`src/rtl/monostable_nch.sv`:
```
// Multi-channel retriggerable monostable with synchronised dual-edge trigger.
// Define MONO_RETRIG_EN to reload the width counter on a trigger while ACTIVE.
module monostable_nch #(
  parameter int CH = 2,
  parameter int CW = 16
) (
  input  logic             CLK,
  input  logic             RD,
  input  logic [CH-1:0]    TRP,
  input  logic [CH-1:0]    TRN,
  input  logic [CH-1:0]    CLRN,
  input  logic [CH*CW-1:0] PW,
  output logic [CH-1:0]    Q,
  output logic [CH-1:0]    Qnot,
  output logic [CH-1:0]    DONE
);

  typedef enum logic {
    IDLE,
    ACTIVE
  } state_e;

  localparam logic [CW-1:0] ONE = CW'(1);

  for (genvar i = 0; i < CH; i++) begin : g_ch
    logic          p1_q, p2_q, p3_q;
    logic          n1_q, n2_q, n3_q;
    state_e        state_q, state_d;
    logic [CW-1:0] cnt_q, cnt_d;
    logic          done_q, done_d;
    logic [CW-1:0] pw;
    logic          trig;
    logic          fire;

    assign pw   = PW[i*CW +: CW];
    assign trig = (p2_q & ~p3_q & n2_q)
                | (~n2_q & n3_q & ~p2_q);
    assign fire = trig & (pw != '0);

    // TRN chain idles high so a release never fakes a falling edge
    always_ff @(posedge CLK or negedge RD) begin
      if (!RD) begin
        p1_q <= 1'b0;
        p2_q <= 1'b0;
        p3_q <= 1'b0;
        n1_q <= 1'b1;
        n2_q <= 1'b1;
        n3_q <= 1'b1;
      end else begin
        p1_q <= TRP[i];
        p2_q <= p1_q;
        p3_q <= p2_q;
        n1_q <= TRN[i];
        n2_q <= n1_q;
        n3_q <= n2_q;
      end
    end

    always_ff @(posedge CLK or negedge RD) begin
      if (!RD) begin
        state_q <= IDLE;
        cnt_q   <= '0;
        done_q  <= 1'b0;
      end else begin
        state_q <= state_d;
        cnt_q   <= cnt_d;
        done_q  <= done_d;
      end
    end

    always_comb begin
      state_d = state_q;
      cnt_d   = cnt_q;
      done_d  = 1'b0;
      if (!CLRN[i]) begin
        state_d = IDLE;
        cnt_d   = '0;
      end else begin
        unique case (state_q)
          IDLE: begin
            if (fire) begin
              state_d = ACTIVE;
              cnt_d   = pw - ONE;
            end
          end
          ACTIVE: begin
`ifdef MONO_RETRIG_EN
            if (fire) begin
              cnt_d = pw - ONE;
            end else if (cnt_q != '0) begin
              cnt_d = cnt_q - ONE;
            end
`else
            if (cnt_q != '0) begin
              cnt_d = cnt_q - ONE;
            end
`endif
            else begin
              state_d = IDLE;
              done_d  = 1'b1;
            end
          end
          default: begin
            state_d = IDLE;
          end
        endcase
      end
    end

    assign Q[i]    = (state_q == ACTIVE);
    assign DONE[i] = done_q;
  end

  assign Qnot = ~Q;

endmodule

```
`config.mk`:
```
export PLATFORM = sky130hd
export DESIGN_NAME = monostable_nch
export DESIGN_NICKNAME = d
export VERILOG_FILES = /design/src/rtl/monostable_nch.sv
export SDC_FILE = /design/constraint.sdc
export NUM_CORES = 1
export LEC_CHECK = 0
export CORE_ASPECT_RATIO = 0.6
export CORE_MARGIN = 2
export CORE_UTILIZATION = 61
export CTS_BUF_LIST = sky130_fd_sc_hd__clkbuf_4 sky130_fd_sc_hd__clkbuf_8
export DETAILED_ROUTE_END_ITERATION = 6
export GPL_ROUTABILITY_DRIVEN = 1
export MAX_ROUTING_LAYER = met4
export PLACE_DENSITY_LB_ADDON = 0.3
export SLEW_MARGIN = 0
export SYNTH_ARGS = -nofsm -noshare
export SYNTH_HDL_FRONTEND = slang
export SYNTH_SLANG_ARGS = --single-unit
export TNS_END_PERCENT = 10
```
`constraint.sdc`:
```
create_clock -name CLK -period 5.8 [get_ports CLK]
set_input_delay 0.87 -clock CLK [delete_from_list [all_inputs] [get_ports CLK]]
set_output_delay 0.87 -clock CLK [all_outputs]
set_load 0.02 [all_outputs]
```
# Word level (Yosys, flattened, before mapping)
# Cells that the tools add are included.
# totals
elab_cells,75
regBits,48
input_bits,40
# classes
bitwise_logic,21
n_mux,22
n_addsub,4
reduce_logical,6
n_eq_ne,4
# ops
op,count
$mux 16,6
$pmux 16 s2,2
$reduce_bool 16->1,4
$sub 16x1->16 const B,4
$mux 1,12
$and 1x1->1,10
$not 1->1,8
$ne 3x2->1 const B,2
$ne 3x3->1 const B,2
$pmux 1 s2,2
$reduce_and 2->1,2
$not 2->2,1
$or 1x1->1,2

# Longest topological paths before layout
# depth
depth_word,8
mapped_depth,12

# Worst setup path before layout
# No wires, ideal clock.
# synth_timing
path_kind,register -> register
from,register g_ch[0].state_q
to,register g_ch[0].cnt_q[10]
t_arrival_ps,3275
stages_incl_launch_ff,11
path_buffers,2
slack_ps,2401
synth_period_minus_slack_ps,3399
setup_time_ps,124
t_required_ps,5676
path_cell_list,dfrtp_1 > buf_2 > buf_1 > mux2i_1 > ha_1 > or4bb_1 > a222oi_1 > o21ai_2 > xor2_1 > nor2_1 > o31a_1
# synth_via
elab_chain_cells,3
# synth_rtl
element,line,rtl
"start, declared",28,"state_e state_q, state_d;"
"start signal, assigned",65,state_q <= state_d;
$not 1->1,n/a,
$pmux 16 s2 or $ne 3x3->1 (tied branches),n/a,
$mux 16 or $reduce_and 2->1 (tied branches),n/a,
"end signal, assigned",66,cnt_q <= cnt_d;
"end, declared",29,"logic [CW-1:0] cnt_q, cnt_d;"
# Parallel ways exist; a longest one is shown, timed or not.
# A chain may end at the register's enable or synchronous reset.

# Worst setup path after layout
# layout_timing
from,input port PW[0]
to,register g_ch[0].cnt_q[10]
# layout_via
elab_chain_cells,4
# layout_rtl
element,line,rtl
"start, declared",12,"input logic [CH*CW-1:0] PW,"
$sub 16x1->16 or $reduce_bool 16->1 (tied branches),"83, 38",
$mux 16 or $and 1x1->1 (tied branches),"81, 38",
$pmux 16 s2 or $ne 3x3->1 (tied branches),n/a,
$mux 16 or $reduce_and 2->1 (tied branches),n/a,
# Parallel ways exist; a longest one is shown, timed or not. The select of a mux whose other input is x is not followed.

==> results.py <==
metrics = {
    "clocking": {
        "ctsLongestPathBuffers": 2,
        "clock_latency_ns": 0.30,
        "htreeDepth": 2,
        "path_clk_slew_ns": 0.10,
        "cts_buffers": 5,
        "cts.sinks": 48,
        "cts_tree": "yes",
        "cts_resized": 0,
        "root_buffer": "clkbuf_8",
        "hold_buffers": 0,
        "cts_setup_buffers": 0,
    },
    "die": {
        "die-area_sq_um": 6020,
        "core_area_sq_um": 5130,
        "io-pin-count": 46,
        "initial_core_util": 0.641,
        "die_x_microns": 98.8,
        "die_h_microns": 60.9,
        "rows": 20,
    },
    "drt": {
        "drtAntennaViolNets": 0,
        "drt-total-wl_mm": 9.03,
        "firstDrtPassIters": 5,
        "vias_per_cell": 6.84,
        "initialDrtViolationCount": 406,
        "drc": 0,
        "vias": 3223,
        "wl_per_cell_microns": 19.2,
    },
    "global_route": {
        "grt_overflow": 0,
        "grt.met1_usage": 0.496,
        "antenna_found_initial": 0,
        "gr-usage-met2": 0.446,
        "grt_max_degree": 49,
        "grt_usage": 0.331,
        "grt_use_met3": 0.0829,
        "grt_pass1_vias": 2948,
        "busiest_layer": "met1",
        "grt_first_pass_wirelength_mm": 14.9,
    },
    "timing": {
        "rsz0062_at_grt": "no",
        "period_minus_slack_ns": 3.85,
        "finalSetupTns_ns": 0,
        "worstMarginPinSlew_ns": 1.13,
        "period_share": 0.664,
        "maxSlewViolCount": 0,
        "setup_violations": 0,
        "finalClockSkew_ns": 0.00919,
        "fmax_mhz": 260,
        "hold_viol": 0,
        "slew_headroom": 0.246,
    },
    "logic_synthesis": {
        "synth-seq-area-share": 0.367,
        "synth_ff_type": "dfrtp_1",
        "netlist_area_sq_um": 3290,
        "synth_top_cell_area_share": 0.319,
        "synth_cells": 369,
        "synth_cell_type_count": 65,
        "synth.largest_area_cell": "dfrtp_1",
        "synth_area_leaders": "dfrtp_1 32%, dfstp_2 4.8%, mux2i_1 4.3%",
        "synth_fp_nets": 411,
        "yosysWarnings": 0,
        "avgSynthCellArea_sq_um": 8.92,
        "ys_ff_latch": 48,
        "synth_edf_count": 0,
        "synth-async-reset-ratio": 1.00,
    },
    "status": {
        "status": "finished clean",
    },
    "pwr": {
        "power_density_nw_per_um2": 243,
        "clockPowerShare": 0.312,
        "swShare": 0.317,
        "intPower_mw": 0.643,
        "p_leak_nw": 1.47,
        "ir_drop_mv": 0.165,
        "p_seq_frac": 0.421,
        "totalPowerFinal_mw": 0.941,
        "switching_power_mw": 0.298,
        "combPwrFrac": 0.267,
    },
    "cells_and_area": {
        "final_common_cell": "clkdlybuf4s50_1",
        "diodes": 0,
        "layout_common_cells": "44 x clkdlybuf4s50_1, 42 x dfrtp_1, 28 x nand2_1, 28 x nor2_1, 20 x a21oi_1",
        "final_cells": 471,
        "syn_to_final_growth_pct": 17.6,
        "nFillCells": 352,
        "nets": 446,
        "drive_gt1_frac": 0.0765,
    },
    "worst_setup_path": {
        "critical_path_class": "input port to flip-flop",
        "cp.required_ns": 5.99,
        "cp_max_fo": 6,
        "end_kind": "flip-flop",
        "start_kind": "input port",
        "worstPathArrival_ns": 4.04,
    },
    "placement": {
        "dp_cells": 463,
        "place.gp.congestion": 1.01,
        "hpwl_mm": 6.53,
        "port_buffers": 45,
    },
    "worst_hold_path": {
        "worstHoldPathType": "flip-flop to flip-flop",
    },
    "flow_run": {
        "maxCapViolations": 0,
    },
}
cell usage after synthesis, types with 3 or more instances:
library cell,n
o21ai_0,8
nor3b_1,8
and2_1,3
buf_4,5
o2bb2ai_1,4
o22ai_1,5
and3_1,3
xor2_1,12
nand2b_1,6
dfrtp_1,42
a211oi_1,7
xnor2_1,15
dfstp_2,6
nand3_1,13
inv_1,6
nor4_1,9
a31oi_1,3
nor3_1,14
o21ai_1,7
o221ai_1,3
nor2_1,28
o31ai_1,3
mux2i_1,14
clkbuf_1,9
a21oi_1,20
o31a_1,4
nand2_1,28
or3_1,12
or3b_1,3
or3b_2,3
or4_1,11
o211ai_1,5
nor2b_1,4
logic make-up after synthesis:
kind of cell               synth area share
AOI/OAI and AO/OA                     0.198
DFF                                   0.367
muxes                                0.0426
buffers and inverters                0.0395
xor gates and xnor gates             0.0719
adders and majority gates           0.00760
and+or+nand+nor                       0.273
registers in the layout (all words and copies together), names as in the netlist:
signal,flops
g_ch.done_q,2
g_ch.cnt_q,32
g_ch.p3_q,2
g_ch.n1_q,2
g_ch.n2_q,2
g_ch.state_q,2
g_ch.p1_q,2
g_ch.p2_q,2
g_ch.n3_q,2
worst max-delay path, cell delays in order:
cell	delay [ns]
clkdlybuf4s50_1	0.44
mux2i_1	0.21
ha_1	0.27
or4bb_1	0.54
a222oi_1	0.98
o21ai_2	0.17
xor2_1	0.18
nor2_1	0.05
o31a_1	0.32
layout make-up:
class	count	area, sq um	share of cell area
Sequential cell	48	1210	0.312
Clock inverter	3	68.8	0.0178
Clock buffer	5	68.8	0.0178
Inverter	8	30.0	0.00776
Tap cell	66	82.6	0.0213
Multi-Input combinational cell	294	1950	0.504
Timing Repair Buffer	47	460	0.119
layer usage:
layer / wire [microns] / vias up
met4: 105 / 0
met5: 0 / -
met1: 4170 / 1532
li1: - / 1456
met3: 1080 / 17
met2: 3680 / 218
power by group through the flow:
stage               sequential [mW]  clock, mW  combinational (mW)
finish                        0.396      0.294               0.251
global route                  0.400      0.313               0.273
CTS                           0.394      0.297               0.245
detailed placement            0.400          0               0.243
global placement              0.399          0               0.237
floorplan                     0.391          0               0.165
final timing paths:
check                                     startpoint                       endpoint  slack (ns)  cells after the start
max                                            PW[0]  g_ch[0].cnt_q[10]$_DFFE_PN0P_        1.95                      9
min                           g_ch[0].p1_q$_DFF_PN0_         g_ch[0].p2_q$_DFF_PN0_        0.36                      0
max reg2reg                g_ch[0].state_q$_DFF_PN0_  g_ch[0].cnt_q[10]$_DFFE_PN0P_        2.36                      8
min reg2reg                   g_ch[0].p1_q$_DFF_PN0_         g_ch[0].p2_q$_DFF_PN0_        0.36                      0
max in group asynchronous                         RD  g_ch[0].cnt_q[10]$_DFFE_PN0P_        4.42                      1
min in group asynchronous                         RD   g_ch[0].cnt_q[9]$_DFFE_PN0P_        0.73                      1
per-stage QoR:
stage / worst slack (ns) / hold WS [ns] / instance area, sq um / util
3_5_place_dp: 1.73 / 0.335 / 3730 / 0.728
4_1_cts: 2.03 / 0.357 / 3870 / 0.755
6_report: 1.95 / 0.356 / 3870 / 0.755
2_1_floorplan: 2.40 / 0.331 / 3290 / -
3_3_place_gp: 1.91 / 0.333 / 3730 / 0.728
5_1_grt: 1.80 / 0.365 / 3870 / 0.755
Power figures use the tool's default switching activity.
